**src/rtl/fetch_pkg.sv**
```systemverilog
// Shared types and constants for the instruction fetch front end.
package fetch_pkg;

    localparam int unsigned DEFAULT_IMEM_WORDSIZE = 32;
    localparam int unsigned FETCH_STRIDE          = 8;
    localparam logic [31:0] DEFAULT_RESET_PC      = 32'h0000_0000;

    typedef struct packed {
        logic [31:0]                      pc;
        logic [DEFAULT_IMEM_WORDSIZE-1:0] instr1;
        logic [DEFAULT_IMEM_WORDSIZE-1:0] instr2;
    } fetch_bundle_t;

endpackage

```
**src/rtl/fetch_queue.sv**
```systemverilog
// Flushable circular FIFO of fetch bundles; flush overrides enqueue and dequeue.
module fetch_queue
    import fetch_pkg::*;
#(
    parameter int unsigned DEPTH = 4
) (
    input  logic                       clk,
    input  logic                       rst_n,
    input  logic                       flush_i,
    input  logic                       enq_i,
    input  fetch_bundle_t              enq_data_i,
    input  logic                       deq_i,
    output fetch_bundle_t              head_o,
    output logic [$clog2(DEPTH+1)-1:0] count_o,
    output logic                       empty_o,
    output logic                       full_o
);

    localparam int unsigned PtrW = $clog2(DEPTH);
    localparam int unsigned CntW = $clog2(DEPTH + 1);

    fetch_bundle_t   mem_q [DEPTH];
    logic [PtrW-1:0] rd_ptr_q, rd_ptr_d;
    logic [PtrW-1:0] wr_ptr_q, wr_ptr_d;
    logic [CntW-1:0] count_q, count_d;
    logic            do_enq, do_deq;

    assign empty_o = (count_q == '0);
    assign full_o  = (count_q == CntW'(DEPTH));
    assign count_o = count_q;
    // Head reads as zero while empty so downstream never sees stale bundles.
    assign head_o  = empty_o ? '0 : mem_q[rd_ptr_q];

    always_comb begin
        do_enq   = enq_i & ~flush_i;
        do_deq   = deq_i & ~empty_o & ~flush_i;
        rd_ptr_d = rd_ptr_q;
        wr_ptr_d = wr_ptr_q;
        count_d  = count_q;
        if (flush_i) begin
            rd_ptr_d = '0;
            wr_ptr_d = '0;
            count_d  = '0;
        end else begin
            if (do_enq) wr_ptr_d = wr_ptr_q + 1'b1;
            if (do_deq) rd_ptr_d = rd_ptr_q + 1'b1;
            if (do_enq && !do_deq) count_d = count_q + 1'b1;
            else if (!do_enq && do_deq) count_d = count_q - 1'b1;
        end
    end

    always_ff @(posedge clk or negedge rst_n) begin
        if (!rst_n) begin
            rd_ptr_q <= '0;
            wr_ptr_q <= '0;
            count_q  <= '0;
        end else begin
            rd_ptr_q <= rd_ptr_d;
            wr_ptr_q <= wr_ptr_d;
            count_q  <= count_d;
        end
    end

    always_ff @(posedge clk) begin
        if (do_enq) mem_q[wr_ptr_q] <= enq_data_i;
    end

endmodule

```
**src/rtl/fetch_ctrl.sv**
```systemverilog
// Fetch sequencer: owns the PC, issues paired imem reads and queues returned bundles.
module fetch_ctrl
    import fetch_pkg::*;
#(
    parameter logic [31:0] RESET_PC      = DEFAULT_RESET_PC,
    parameter int unsigned FQ_DEPTH      = 4,
    parameter int unsigned IMEM_WORDSIZE = DEFAULT_IMEM_WORDSIZE
) (
    input  logic                     clk,
    input  logic                     rst_n,
    input  logic                     fetch_en,
    input  logic                     redirect_valid,
    input  logic [31:0]              redirect_pc,
    output logic [31:0]              imem_addr1,
    output logic [31:0]              imem_addr2,
    input  logic [IMEM_WORDSIZE-1:0] imem_instr1,
    input  logic [IMEM_WORDSIZE-1:0] imem_instr2,
    output logic                     fetch_valid,
    input  logic                     fetch_ready,
    output logic [31:0]              fetch_pc,
    output logic [IMEM_WORDSIZE-1:0] fetch_instr1,
    output logic [IMEM_WORDSIZE-1:0] fetch_instr2
);

    localparam int unsigned CntW = $clog2(FQ_DEPTH + 1);

    logic [31:0]     pc_q, pc_d;
    logic [31:0]     inflight_pc_q, inflight_pc_d;
    logic            inflight_q, inflight_d;
    logic            issue, credit_ok, enq, deq;
    logic            q_empty, q_full;
    logic [CntW-1:0] q_count;
    fetch_bundle_t   enq_data, head;

    assign imem_addr1 = pc_q;
    assign imem_addr2 = pc_q + 32'd4;

    // Registered count only: a same-cycle dequeue does not free a credit.
    assign credit_ok = (32'(q_count) + 32'(inflight_q)) < FQ_DEPTH;
    assign issue     = fetch_en & ~redirect_valid & credit_ok;
    assign enq       = inflight_q & ~redirect_valid;
    assign deq       = fetch_valid & fetch_ready;
    assign enq_data  = '{pc: inflight_pc_q, instr1: imem_instr1, instr2: imem_instr2};

    always_comb begin
        pc_d          = pc_q;
        inflight_d    = 1'b0;
        inflight_pc_d = inflight_pc_q;
        if (redirect_valid) begin
            pc_d = redirect_pc & ~32'h3;
        end else if (issue) begin
            pc_d          = pc_q + FETCH_STRIDE;
            inflight_d    = 1'b1;
            inflight_pc_d = pc_q;
        end
    end

    always_ff @(posedge clk or negedge rst_n) begin
        if (!rst_n) begin
            pc_q          <= RESET_PC;
            inflight_q    <= 1'b0;
            inflight_pc_q <= '0;
        end else begin
            pc_q          <= pc_d;
            inflight_q    <= inflight_d;
            inflight_pc_q <= inflight_pc_d;
        end
    end

    fetch_queue #(
        .DEPTH (FQ_DEPTH)
    ) u_queue (
        .clk        (clk),
        .rst_n      (rst_n),
        .flush_i    (redirect_valid),
        .enq_i      (enq),
        .enq_data_i (enq_data),
        .deq_i      (deq),
        .head_o     (head),
        .count_o    (q_count),
        .empty_o    (q_empty),
        .full_o     (q_full)
    );

    assign fetch_valid  = ~q_empty;
    assign fetch_pc     = head.pc;
    assign fetch_instr1 = head.instr1;
    assign fetch_instr2 = head.instr2;

    a_no_overflow : assert property (@(posedge clk) disable iff (!rst_n) !(enq && q_full));

endmodule

```
**config.mk**
```make
export PLATFORM = sky130hd
export DESIGN_NAME = fetch_ctrl
export DESIGN_NICKNAME = d
export VERILOG_FILES = /design/src/rtl/fetch_pkg.sv /design/src/rtl/fetch_queue.sv /design/src/rtl/fetch_ctrl.sv
export SDC_FILE = /design/constraint.sdc
export NUM_CORES = 1
export LEC_CHECK = 0
export BUFFER_PORTS_ARGS = -buffer_cell sky130_fd_sc_hd__clkbuf_2
export CAP_MARGIN = 20
export CORE_ASPECT_RATIO = 1.1
export CORE_MARGIN = 8
export CORE_UTILIZATION = 57
export CTS_BUF_LIST = sky130_fd_sc_hd__clkbuf_16
export DETAILED_ROUTE_END_ITERATION = 8
export PLACE_DENSITY_LB_ADDON = 0.3
export SLEW_MARGIN = 15
export SYNTH_ARGS = -nofsm -noshare
export SYNTH_HDL_FRONTEND = slang
export SYNTH_SLANG_ARGS = --single-unit
```
**constraint.sdc**
```tcl
create_clock -name clk -period 4.5 [get_ports clk]
set_clock_uncertainty 0.2 [all_clocks]
set_input_delay 0 -clock clk [delete_from_list [all_inputs] [get_ports clk]]
set_output_delay 0 -clock clk [all_outputs]
set_load 0.01 [all_outputs]
```
* Word level (Yosys, flattened, before mapping)
Memories as Yosys holds them, arrays and structs flattened.
Index checks and enable logic that the tools add are counted.
** Storage, ports and cells
- Register bits :: 72
- Memory bits (writable) :: 384
- Input bits :: 101
- Word-level logic and storage cells :: 48
- Memories kept :: 1
** Cells by class
- $add $sub $neg :: 7
- $lt $le $gt $ge :: 1
- Muxes and demuxes :: 14
- Bitwise gates (word level) :: 9
- Reductions and logical operators :: 10
** Memories
- u_queue.mem_q :: words 4, width 96, rd ports 1, clocked after Yosys merged registers in 0, wr ports 1, line fetch_queue.sv:22 : fetch_bundle_t mem_q [DEPTH];
** Operator list (number)
- two-way mux 96 bit :: 1
- two-way mux 32 bit :: 2
- adder 32 x 3 -> 32 bit (second input constant) :: 1
- adder 32 x 4 -> 32 bit (second input constant) :: 1
- two-way mux 3 bit :: 3
- two-way mux 2 bit :: 4
- AND 1 bit :: 7
- nonzero test 2 bit :: 3
- adder 2 x 1 -> 2 bit (second input constant) :: 2
- adder 3 x 1 -> 4 bit :: 1
- < comparator 4 x 3 -> 1 bit (second input constant) :: 1
- two-way mux 1 bit :: 4
- adder 3 x 1 -> 3 bit (second input constant) :: 1
- logical NOT 3 bit :: 1
- nonzero test 3 bit :: 1
- subtractor 3 x 1 -> 3 bit (second input constant) :: 1
- logical AND 1 bit :: 2
- logical NOT 1 bit :: 2
- NOT 1 bit :: 2
- AND reduction 2 bit :: 1

* Logic depth before layout (Yosys ltp)
Gate-level depths: netlist (run 1).
- Word-level depth :: 9
- Depth in mapped cells :: 8
- Mapped depth without buffers :: 7

* Hierarchy
Synthesis (run 1) repeated with hierarchy kept, for this count alone.
** Second synthesis, totals
- Cell total of the unflattened synthesis :: 1103
- Area total of the unflattened synthesis :: 18712.9 µm²
** By module, submodules not included
- fetch_queue :: times used 1, cells each 659, area each 14959.3 µm², seq. area each 11706.2 µm²
- fetch_ctrl :: times used 1, cells each 444, area each 3753.6 µm², seq. area each 1526.5 µm²

* Worst setup path after synthesis (run 1)
Ideal clock, no wire load.
- Path type :: register to register
- From :: register inflight_q
- To :: memory u_queue.mem_q[0][0] in the netlist's numbering (enable)
- Setup time :: 0.463 ns
- Arrival time :: 2.862 ns
- Data required time :: 3.837 ns
- Slack :: 0.975 ns
- Cell stages (with the launch flop) :: 4
- Cell sequence :: dfrtp_1 > buf_6 > nor2b_1 > and2_1
** On the way
- Word-level cells in the longest chain between the ends :: 4
** RTL lines
- start, declared :: line fetch_ctrl.sv:29 : logic inflight_q, inflight_d;
- start signal, assigned :: line fetch_ctrl.sv:65 : inflight_q <= inflight_d;
- AND 1 bit :: line fetch_ctrl.sv:41 : assign enq = inflight_q & ~redirect_valid;
- AND 1 bit :: line fetch_queue.sv:35 : do_enq = enq_i & ~flush_i;
- two-way mux 1 bit :: line fetch_queue.sv:65 : if (do_enq) mem_q[wr_ptr_q] <= enq_data_i;
- two-way mux 1 bit (not written as such) :: line fetch_queue.sv:65
- end, declared :: line fetch_queue.sv:22
No other way between the ends.

* Worst setup path after layout (run 1)
- From :: register pc_q[25], in the netlist imem_addr1[25]
- To :: register pc_q[29], in the netlist imem_addr1[29]
** On the way
- Word-level cells in the longest chain between the ends :: 3
** RTL lines
- start, declared :: line fetch_ctrl.sv:27 : logic [31:0] pc_q, pc_d;
- start signal, assigned :: line fetch_ctrl.sv:64 : pc_q <= pc_d;
- adder 32 x 4 -> 32 bit :: line fetch_ctrl.sv:52 : pc_d = pc_q + FETCH_STRIDE;
- two-way mux 32 bit :: line fetch_ctrl.sv:51 : end else if (issue) begin
- two-way mux 32 bit :: line fetch_ctrl.sv:49 : if (redirect_valid) begin
No other way between the ends. The select of a mux whose other input is x is not followed.
A chain may end at the register's enable or synchronous reset.

==> results of run 1 <==
-- metrics by stage --
| stage | power, mW | util, % |
|---|---|---|
| 6_report | 11.95 | 70.61 |
| 5_1_grt | 12.50 | 70.59 |
| 4_1_cts | 12.07 | 70.57 |
| 3_5_place_dp | 8.331 | 62.31 |
| 3_3_place_gp | 8.261 | 62.31 |
| 2_1_floorplan | 7.196 | - |
-- kinds of logic (layout without fill, tap and decap cells) --
group / count (synthesis) / in the layout / synth area share, %
AND/OR/NAND/NOR: 288 / 288 / 9.243
buffers and inverters: 87 / 469 / 2.458
XOR/XNOR: 40 / 40 / 1.902
flip-flops: 444 / 444 / 70.52
adder cells (fa/ha/maj): 7 / 7 / 0.5162
multiplexers: 127 / 127 / 13.49
other: 1 / 11 / 0.02036
AO/OA/AOI/OAI: 49 / 49 / 1.847
-- how the worst max path moves through the flow --
stage / slack (ns) / endpoint / cells past startpoint / start
finish: 1.30 / imem_addr1[29] / 6 / imem_addr1[25]
global route: 1.15 / imem_addr1[29] / 6 / imem_addr1[17]
CTS: 1.32 / fetch_instr1[10] / 4 / u_queue.rd_ptr_q[0]
detailed placement: 1.85 / inflight_pc_q[27] / 4 / inflight_q
global placement: 1.88 / u_queue.mem_q[1][52] / 5 / redirect_valid
floorplan: 0.97 / u_queue.mem_q[0][0] / 3 / inflight_q
-- tightest hold or removal path, delay by kind of cell --
kind / cells / cell delay, ns
buffers and inverters: 1 / 0.45
and+or+nand+nor: 3 / 0.24
-- registers in the layout, summed over array words and instances, names as in the netlist --
| signal | count |
|---|---|
| u_queue.wr_ptr_q | 2 |
| inflight_pc_q | 30 |
| u_queue.count_o | 3 |
| u_queue.rd_ptr_q | 2 |
| inflight_q | 1 |
| u_queue.mem_q | 376 |
| imem_addr1 | 30 |
-- routing by layer --
metal / track usage, % / part of all wire [%] / vias up
li1: - / - / 4770
met1: 28.66 / 40 / 5425
met2: 35.59 / 49 / 510
met3: 5.022 / 8.0 / 72
met4: 7.264 / 2.8 / 0
met5: 0 / 0 / -
-- cell usage in the layout, fill, tap and decap left out, drive strengths merged, types with 11 or more instances in the layout --
master | Yosys | final
edfxtp | 376 | 376
clkbuf | 28 | 297
dlygate4sd3 | 0 | 118
and2 | 103 | 103
mux4 | 94 | 94
dfrtp | 68 | 68
nand2 | 41 | 41
nand3 | 33 | 33
nor2 | 31 | 31
mux2 | 30 | 30
xnor2 | 29 | 29
nand4 | 22 | 22
inv | 10 | 21
o21ai | 14 | 14
buf | 48 | 14
nor4 | 12 | 12
clkinv | 1 | 12
xor2 | 11 | 11
nor3 | 11 | 11
-- where the power goes --
part | internal (mW) | total [mW] | switching (mW)
combinational | 1.50 | 2.92 | 1.42
sequential | 4.89 | 5.38 | 0.488
clock | 2.21 | 3.66 | 1.44
-- layout make-up --
class                      instances  share of cell area (%)
tap                              426                   2.350
inverter                          11                  0.1821
sequential                       444                   57.33
clock buffer                      45                   4.966
multi-input combinational        517                   22.08
timing repair buffer             384                   11.61
antenna                            5                 0.05518
clock inverter                    29                   1.429
==> results.md, run 1 <==
- Status: completed
- Register area: 13000 um2
- Setup bufs post-CTS: 0
- Flops & latches, synth: 444
- Clock latency on the worst-skew pair: 0.52 ns
- Via density: approximately 5.8
- Antenna Nets Post-Route: 0
- Vias in the first global route: 11550
- CP peak stage delay: about 0.66 ns
- Critical path, cell by cell: nand3_1 -> nor4_1 -> a2bb2oi_1 -> dlygate4sd3_1 -> nand3b_1 -> dlygate4sd3_1
- Share of layout cells above drive strength 1: 33.50%
- Final hold vios: 0
- Synthesized area: 18420 um2
- Setup CP Type: reg2reg
- FP Rows: 69
- Max IR drop VDD: 0.2700 mV
- Root Buffer: clkbuf_16
- Post-DP Area: 20010 um2
- Area of the multi-input gates: 5007 um2
- Least-Margin Pin Slew: between 1 and 1.5 ns
- Place WS: approximately 1.8 ns
- DRT iter0 DRCs: 762
- Post-synth EDFFs: 376
- RSZ-0062 raised after global routing: no
- Layout area overhead: 23.09%
- Clk sinks: 444
- Design area: 22680 um2
- Time the worst path needs with I/O delays and setup: roughly 3.2 ns
- FF-to-FF End: imem_addr1[29]
- Post-synth top area share: 61.29%
- Starting Density: 57.36%
- Pin count of the biggest net entering global routing: between 90 and 100
- Setup ws final: approximately 1.3 ns
- Yosys cell types: 62
- Worst path top cell family by delay: buffers and inverters
- Required time of the critical path: around 4.7 ns
- Critical Path AT: 3.40 ns
- Max FO, Critical Path: 9
- Final cycle utilization of the critical path: between 70 and 80%
- CTS tree: yes
- Setup-failing EPs final: 0
- Top FF cell, synth: edfxtp_1
- Core Area: 32120 um2
- Reg2reg setup slack: 1.30 ns
- Cts hold-fix bufs: 119
- Vias: 10780
- Normalized max-slew margin: roughly a third
- R2R Path Start: imem_addr1[25]
- First-pass GRT wire length: 65220 um
- Post-CTS Resized: 0
- Final WL: 41690 um
- Slew Viols, Final: 0
- Leakage: 8.112 nW
- Fmax: 312.4 MHz
- Power Density: 527.2 nW/um2
- Cell Count, Final, Fillers Out: 1861
- Critical Path End Type: register
- Hold path startpoint: redirect_valid
- Hold Path Sink: imem_addr1[27]
- Overflow left after global routing: 0
- Setup Total Neg Slack: 0 ns
- Top cell by count, worst path: dlygate4sd3_1
- Area leader, netlist: edfxtp_1
- Share of synthesized flip-flops with an asynchronous set or reset: 15.32%
- Avg Cell Area, Syn: 17.66 um2
- Post-DP HPWL: 24770 um
- Max cap viols: 0
- Post-synthesis cell count: 1043
- Placed cells: 1663
- H-tree depth: 2
- Chip Width: approximately 190 um
- Most common cell in the synthesized netlist: edfxtp_1
- Initial antenna violation count: 2
- CTS clk-pin slew, worst paths: 0.07 ns
- Most frequent cells after synthesis: edfxtp_1 (376), and2_1 (103), mux4_2 (94)
- Drt drc: 0
- Startpoint types: register
- Crit-path slowest cell: dfrtp_1
- Final GP Congestion: about 0.92
- TritonRoute pass-1 iters: 5
- Worst hold margin: 0.03220 ns
- Top Ports: around 260
- Synth warn: 0
- Top cells by area in the synthesized netlist: edfxtp_1 (61%), mux4_2 (11%), dfrtp_1 (9.2%)
- Worst Hold Depth: 4
- Die Ht: 204.6 um
- Worst Hold Class: in2reg
- I/O Buffers: 253
- Number of fillers in the final layout: 2070
- Die Footprint: 38340 um2
- Total track usage: 21.71%
- Max Root-Sink Buffers: 3
- CTS buffer count: 43
- Sequential fraction of the synthesis area: 70.52%
- Critical path buffer and inverter count: 2
- Nets: 1509
- Wire per inst: 22.40 um
- Worst R2R Path Depth: 6
Power figures use the tool's default switching activity.
==> run 2, diff against run 1 <==
Settings changed: ABC_AREA set to 1, CORE_UTILIZATION 57 to 52.
Clock period 4.5 ns to 2.83 ns, I/O delays scaled along.
==> run 2 against run 1 <==
Setup slack got worse by 1.1 ns; combinational power is 100% higher; non-clock buffer count rose by 21; sequential power grew 55%; sequential share of layout area is 1.3 points lower; register-to-register slack worse by 1.1 ns; critical path depth did not move; routed wire length increased by 15%; clock-buffer cell count unchanged; die area rose by 10%.
==> results.md, run 2 <==
- Status: completed
- CTS buffer count: 44
- Chip Width: approximately 200 um
- Vias: 13660
- Time the worst path needs with I/O delays and setup: 2.678 ns
- Core Area: roughly 35000 um2
- Commonest non-fill, non-tap cell in the layout: nor2_1
- Normalized max-slew margin: 54.08%
- Reg with most FFs: u_queue.mem_q
- Setup-failing EPs final: 0
- Share of layout cells above drive strength 1: 18.49%
- I/O Buffers: around 250
- CTS tree: yes
- Most common cell in the synthesized netlist: nor2_1
- Critical Path End Type: register
- Max FO, Critical Path: 19
- Slew Viols, Final: 0
- Final WL: 48000 um
- Antenna Nets Post-Route: 0
- Drt drc: 0
- Total track usage: approximately 22%
- M2 GR Usage: about two fifths
- Number of fillers in the final layout: 2651
- Flops & latches, synth: 444
- Final GP Congestion: 0.9037
- Cell Count, Final, Fillers Out: ~2600
- Design Power: 19.78 mW
- GRT busiest layer: met2
- Max Root-Sink Buffers: 3
- RSZ-0062 raised after global routing: no
- R2R Path Start: u_queue.count_o[2]
- Top FF cell, synth: edfxtp_1
- Area leader, netlist: edfxtp_1
- Overflow left after global routing: 0
- GRT met1 Usage: between 20% and 30%
- CTS clk-pin slew, worst paths: 0.06 ns
- Post-synth top area share: between 60% and 70%
- Root Buffer: clkbuf_16
- TritonRoute pass-1 iters: 5
- Yosys cell types: 33
- H-tree depth: 2
- Placed cells: around 2400
- Vias in the first global route: 13760
- Synthesized area: 18660 um2
- Leakage: 8.986 nW
- Max reg flops: 376
- Via density: between 5 and 6
- Power Density: 852.9 nW/um2
- Startpoint types: register
- Share of synthesized flip-flops with an asynchronous set or reset: 15.32%
- Nets: roughly 2200
- Worst R2R Path Depth: 6
- Max IR drop VDD: 0.4930 mV
- Die Ht: 214.7 um
- FF-to-FF End: imem_addr1[22]
- Required time of the critical path: 3.05 ns
- Synth warn: 0
- Post-synth EDFFs: 376
- First-pass GRT wire length: 74710 um
- Most frequent cells after synthesis: nor2_1 (444), edfxtp_1 (376), o21ai_0 (241)
- Reg2reg setup slack: between 0.15 and 0.2 ns
- Met3 Use GR: roughly 4.1%
- Pin count of the biggest net entering global routing: 114
- Fmax: 373.4 MHz
- Setup Total Neg Slack: 0 ns
- Starting Density: around 53%
- Worst Hold Class: in2reg
- FP Rows: 72
- Clock latency on the worst-skew pair: approximately 0.53 ns
- Max cap viols: 0
- Setup CP Type: reg2reg
- Least-Margin Pin Slew: a little under 0.7 ns
- Register area: between 10000 and 15000 um2
- Area of the multi-input gates: 5007 um2
- Post-DP HPWL: 28900 um
- Critical Path AT: 2.90 ns
- Final Util: 65.67%
- Top Ports: 262
- Wire per inst: 18.72 um
- Sequential fraction of the synthesis area: 69.63%
- Critical path endpoint: imem_addr1[22]
- Final cycle utilization of the critical path: around 95%
- Top cells by area in the synthesized netlist: edfxtp_1 (61%), dfrtp_1 (9.1%), nor2_1 (8.9%)
- Final hold vios: 0
- DRT iter0 DRCs: 1004
- Post-synthesis cell count: approximately 1700
- Most frequent cells in the layout: nor2_1 (440), edfxtp_1 (376), clkbuf_2 (252), o21ai_0 (241), nand2_1 (160)
- Clk sinks: 444
- Die Footprint: 42210 um2
- Critical Path Source: u_queue.count_o[2]
- Layout area overhead: 24.28%
- Initial antenna violation count: 1
- Avg Cell Area, Syn: between 10 and 15 um2
run 2: cell types whose count changed in the layout (fill, tap and decap cells not counted), moves of 28 or more:
| cell | previous run | this run |
|---|---|---|
| nand2_1 | 41 | 160 |
| nor2_1 | 30 | 440 |
| o21ai_0 | 12 | 241 |
| mux2_2 | 30 | 0 |
| a21oi_1 | 4 | 97 |
| xnor2_1 | 29 | 1 |
| and2_1 | 99 | 0 |
| inv_1 | 15 | 73 |
| mux4_2 | 94 | 0 |
run 2: how the worst min path moves through the flow:
stage	from	end	slack, ns	depth (start not counted)
floorplan	rst_n	imem_addr1[10]	-0.50	0
global placement	rst_n	imem_addr1[2]	-0.13	1
global route	imem_instr2[6]	u_queue.mem_q[2][6]	0.02	2
CTS	imem_instr1[23]	u_queue.mem_q[1][55]	0.002	2
detailed placement	rst_n	imem_addr1[2]	-0.12	1
finish	imem_instr2[22]	u_queue.mem_q[0][22]	0.03	2
run 2: metal layers:
| layer | vias to the layer above | wire (um) | part of all wire [%] |
|---|---|---|---|
| met5 | - | 0 | 0 |
| met4 | 0 | 1103 | 2.3 |
| met3 | 79 | 3285 | 6.8 |
| met2 | 507 | 24060 | 50 |
| met1 | 6565 | 19560 | 41 |
| li1 | 6513 | - | - |
run 2: metrics by stage:
stage / hold WS (ns) / cell area, um2 / worst slack [ns]
floorplan: -0.4956 / 18690 / -0.9171
finish: 0.02578 / 23190 / 0.1517
global route: 0.01739 / 23190 / 0.01402
detailed placement: -0.1189 / 20570 / 0.5977
CTS: 0.002252 / 23150 / 0.006743
global placement: -0.1267 / 20570 / 0.6275
run 2: cell families after synthesis:
logic type / count (synthesis) / share of synthesized area, %
fa+ha+maj: 7 / 0.5096
buf+inv: 163 / 3.802
other cells: 1 / 0.02010
simple gates: 696 / 15.29
flops: 444 / 69.63
compound gates: 347 / 9.434
xor+xnor: 28 / 1.314
run 2: worst max-delay path: stages (launching register included):
cell           delay [ns]
dfrtp_1              0.42
nor2_1               0.17
nand3_2              0.26
nand2_1              0.61
o21ai_0              0.17
nand3b_1             0.18
dlygate4sd3_1        0.56
run 2: where the power goes:
part / internal [mW] / switching [mW]
logic: 1.99 / 3.87
clock network: 3.24 / 2.31
registers: 7.83 / 0.526
total: 13.1 / 6.71
run 2: final cells by class:
type                       count  share of cell area, %
antenna                        1                0.01079
clock buffer                  45                  4.856
clock inverter                35                  1.106
inverter                      69                  1.155
multi-input combinational   1084                  21.59
sequential                   444                  56.06
tap                          481                  2.595
timing repair buffer         405                  12.63
run 2: repair_timing:
item / 4_1_cts / 5_1_grt
gates resized for setup: 0 / 3
setup endpoints to repair: 0 / 15
hold buffers: 118 / 0
setup buffers: 0 / 0
endpoints found under the hold margin: 365 / 0
==> run 3, diff against run 2 <==
Settings changed: HOLD_SLACK_MARGIN set to 0.05, PLACE_DENSITY set to 0.75, PLACE_DENSITY_LB_ADDON 0.3 to unset, SKIP_LAST_GASP set to 1.
==> run 3 against run 2 <==
Hold slack improved by 0.032 ns; highest routed layer unchanged; global-route usage rose by 1.1 points; setup slack improved by 0.039 ns; clock-buffer cell count did not move; flip-flop and latch count did not move; critical path type is now reg2out; via count rose by 3.8%.
==> results.md, run 3 (synthesized netlist as in run 2, its figures left out) <==
- Area of the multi-input gates: 5007 um2
- TritonRoute pass-1 iters: 5
- H-tree depth: 2
- Commonest non-fill, non-tap cell in the layout: nor2_1
- Required time of the critical path: 2.63 ns
- Most frequent cells in the layout: nor2_1 (440), edfxtp_1 (376), clkbuf_2 (252), o21ai_0 (241), dlygate4sd3_1 (179)
- Worst Hold Depth: 2
- Worst hold margin: 0.05781 ns
- Critical Path End Type: output pin
- Initial antenna violation count: 0
- Top Ports: 262
- Critical path, cell by cell: inv_4 -> buf_4 -> o21ai_0 -> a21oi_1 -> clkbuf_2
- Design Power: 20.05 mW
- Pin count of the biggest net entering global routing: 109
- Die Footprint: 42210 um2
- Die Ht: around 210 um
- Cell Count, Final, Fillers Out: ~2600
- Setup CP Type: reg2out
- Fmax: around 380 MHz
- CTS buffer count: 43
- FF-to-FF End: imem_addr1[14]
- Final Util: 67.74%
- Startpoint types: register
- FP Rows: 72
- R2R Path Start: u_queue.count_o[2]
- Reg with most FFs: u_queue.mem_q
- Placed cells: 2372
- Vias in the first global route: 14570
- Power Density: around 840 nW/um2
- I/O Buffers: 253
- Max cap viols: 0
- Status: completed
- Normalized max-slew margin: between 40% and 50%
- Via density: 5.389
- Reg2reg setup slack: roughly 0.34 ns
- Max reg flops: 376
- Crit-path slowest cell: dfrtp_4
- Leakage: between 9 and 10 nW
- Core Area: 35310 um2
- Slew Viols, Final: 0
- Setup ws final: 0.1904 ns
- Vias: 14180
- Antenna Nets Post-Route: 0
- Final WL: between 50000 and 60000 um
- Total track usage: 23.28%
- Design area: 23920 um2
- Register area: 13000 um2
- Setup-failing EPs final: 0
- Clock latency on the worst-skew pair: 0.53 ns
- Post-DP Area: 20680 um2
- DRT iter0 DRCs: about 1100
- Time the worst path needs with I/O delays and setup: ~2.6 ns
- Root Buffer: clkbuf_16
- Least-Margin Pin Slew: 0.7923 ns
- Final hold vios: 0
- Wire per inst: about 19 um
- Layout area overhead: 28.19%
- Worst Hold Class: in2reg
- Final GP Congestion: 0.9072
- Setup Total Neg Slack: 0 ns
- Critical path endpoint: fetch_instr1[3]
- Max Root-Sink Buffers: 3
- CP peak stage delay: 0.58 ns
- Starting Density: 52.84%
- CTS clk-pin slew, worst paths: 0.06 ns
- Worst path top cell family by delay: buffers and inverters
- Number of fillers in the final layout: 2506
- CTS tree: yes
- Post-CTS Resized: 0
- Critical path buffer and inverter count: 3
- Worst R2R Path Depth: 6
- Critical Path Source: u_queue.rd_ptr_q[0]
- Share of layout cells above drive strength 1: between 10% and 20%
- Max FO, Critical Path: 60
- Max IR drop VDD: 0.6028 mV
- Ant diodes: 0
- WP depth: 5
- Nets: 2224
- Drt drc: 0
- RSZ-0062 raised after global routing: no
- Clk sinks: roughly 440
- Post-DP HPWL: about 30000 um
- First-pass GRT wire length: 78190 um
- Chip Width: between 150 and 200 um
- Overflow left after global routing: 0
- Place WS: between 0.6 and 0.7 ns
- Final cycle utilization of the critical path: between 90% and 100%
- Critical Path AT: 2.44 ns
run 3: changes by cell type in the layout (fill, tap and decap cells not counted), moves of 2 or more:
cell	delta
inv_1	-7
inv_6	+2
clkinv_1	+7
clkinv_2	-7
clkinv_4	+2
buf_12	+5
dlygate4sd3_1	+62
buf_4	+5
run 3: worst min path at each step:
| stage | from | to |
|---|---|---|
| 5_1_grt | imem_instr1[23] | u_queue.mem_q[3][55] |
| 2_1_floorplan | rst_n | imem_addr1[10] |
| 6_report | imem_instr1[23] | u_queue.mem_q[3][55] |
| 3_5_place_dp | rst_n | imem_addr1[4] |
| 3_3_place_gp | rst_n | imem_addr1[6] |
| 4_1_cts | imem_instr1[24] | u_queue.mem_q[0][56] |
run 3: layout make-up:
type                            count  share of cell area, %
Clock buffer                       45                  4.708
Multi-Input combinational cell   1084                  20.93
Sequential cell                   444                  54.35
Tap cell                          481                  2.516
Inverter                           69                  1.104
Timing Repair Buffer              474                  15.15
Clock inverter                     34                  1.245
run 3: power breakdown:
group / leakage [nW] / switching [mW] / internal, mW
sequential: 4.23 / 0.541 / 7.83
clock: 0.694 / 2.37 / 3.35
combinational: 4.33 / 3.92 / 2.04
run 3: worst reg2reg max path, cell delays in order, from the launching register on:
cell,delay (ns)
dfrtp_1,0.42
nor2_1,0.14
nand3_2,0.11
nand2_1,0.60
o21ai_0,0.16
o21bai_1,0.18
dlygate4sd3_1,0.57
run 3: per-layer routing:
| metal | track usage [%] | vias to the layer above | wire [um] |
|---|---|---|---|
| met5 | 0 | - | 0 |
| met1 | 28.46 | 6893 | 20180 |
| li1 | - | 6652 | - |
| met4 | 7.729 | 0 | 1230 |
| met2 | 41.24 | 542 | 25760 |
| met3 | 3.940 | 92 | 3162 |
run 3: repair_timing:
| item | in CTS | in global routing |
|---|---|---|
| endpoints found under the hold margin | 390 | 0 |
| setup endpoints to repair | 0 | 0 |
| setup buffers | 0 | 0 |
| hold buffers | 180 | 0 |
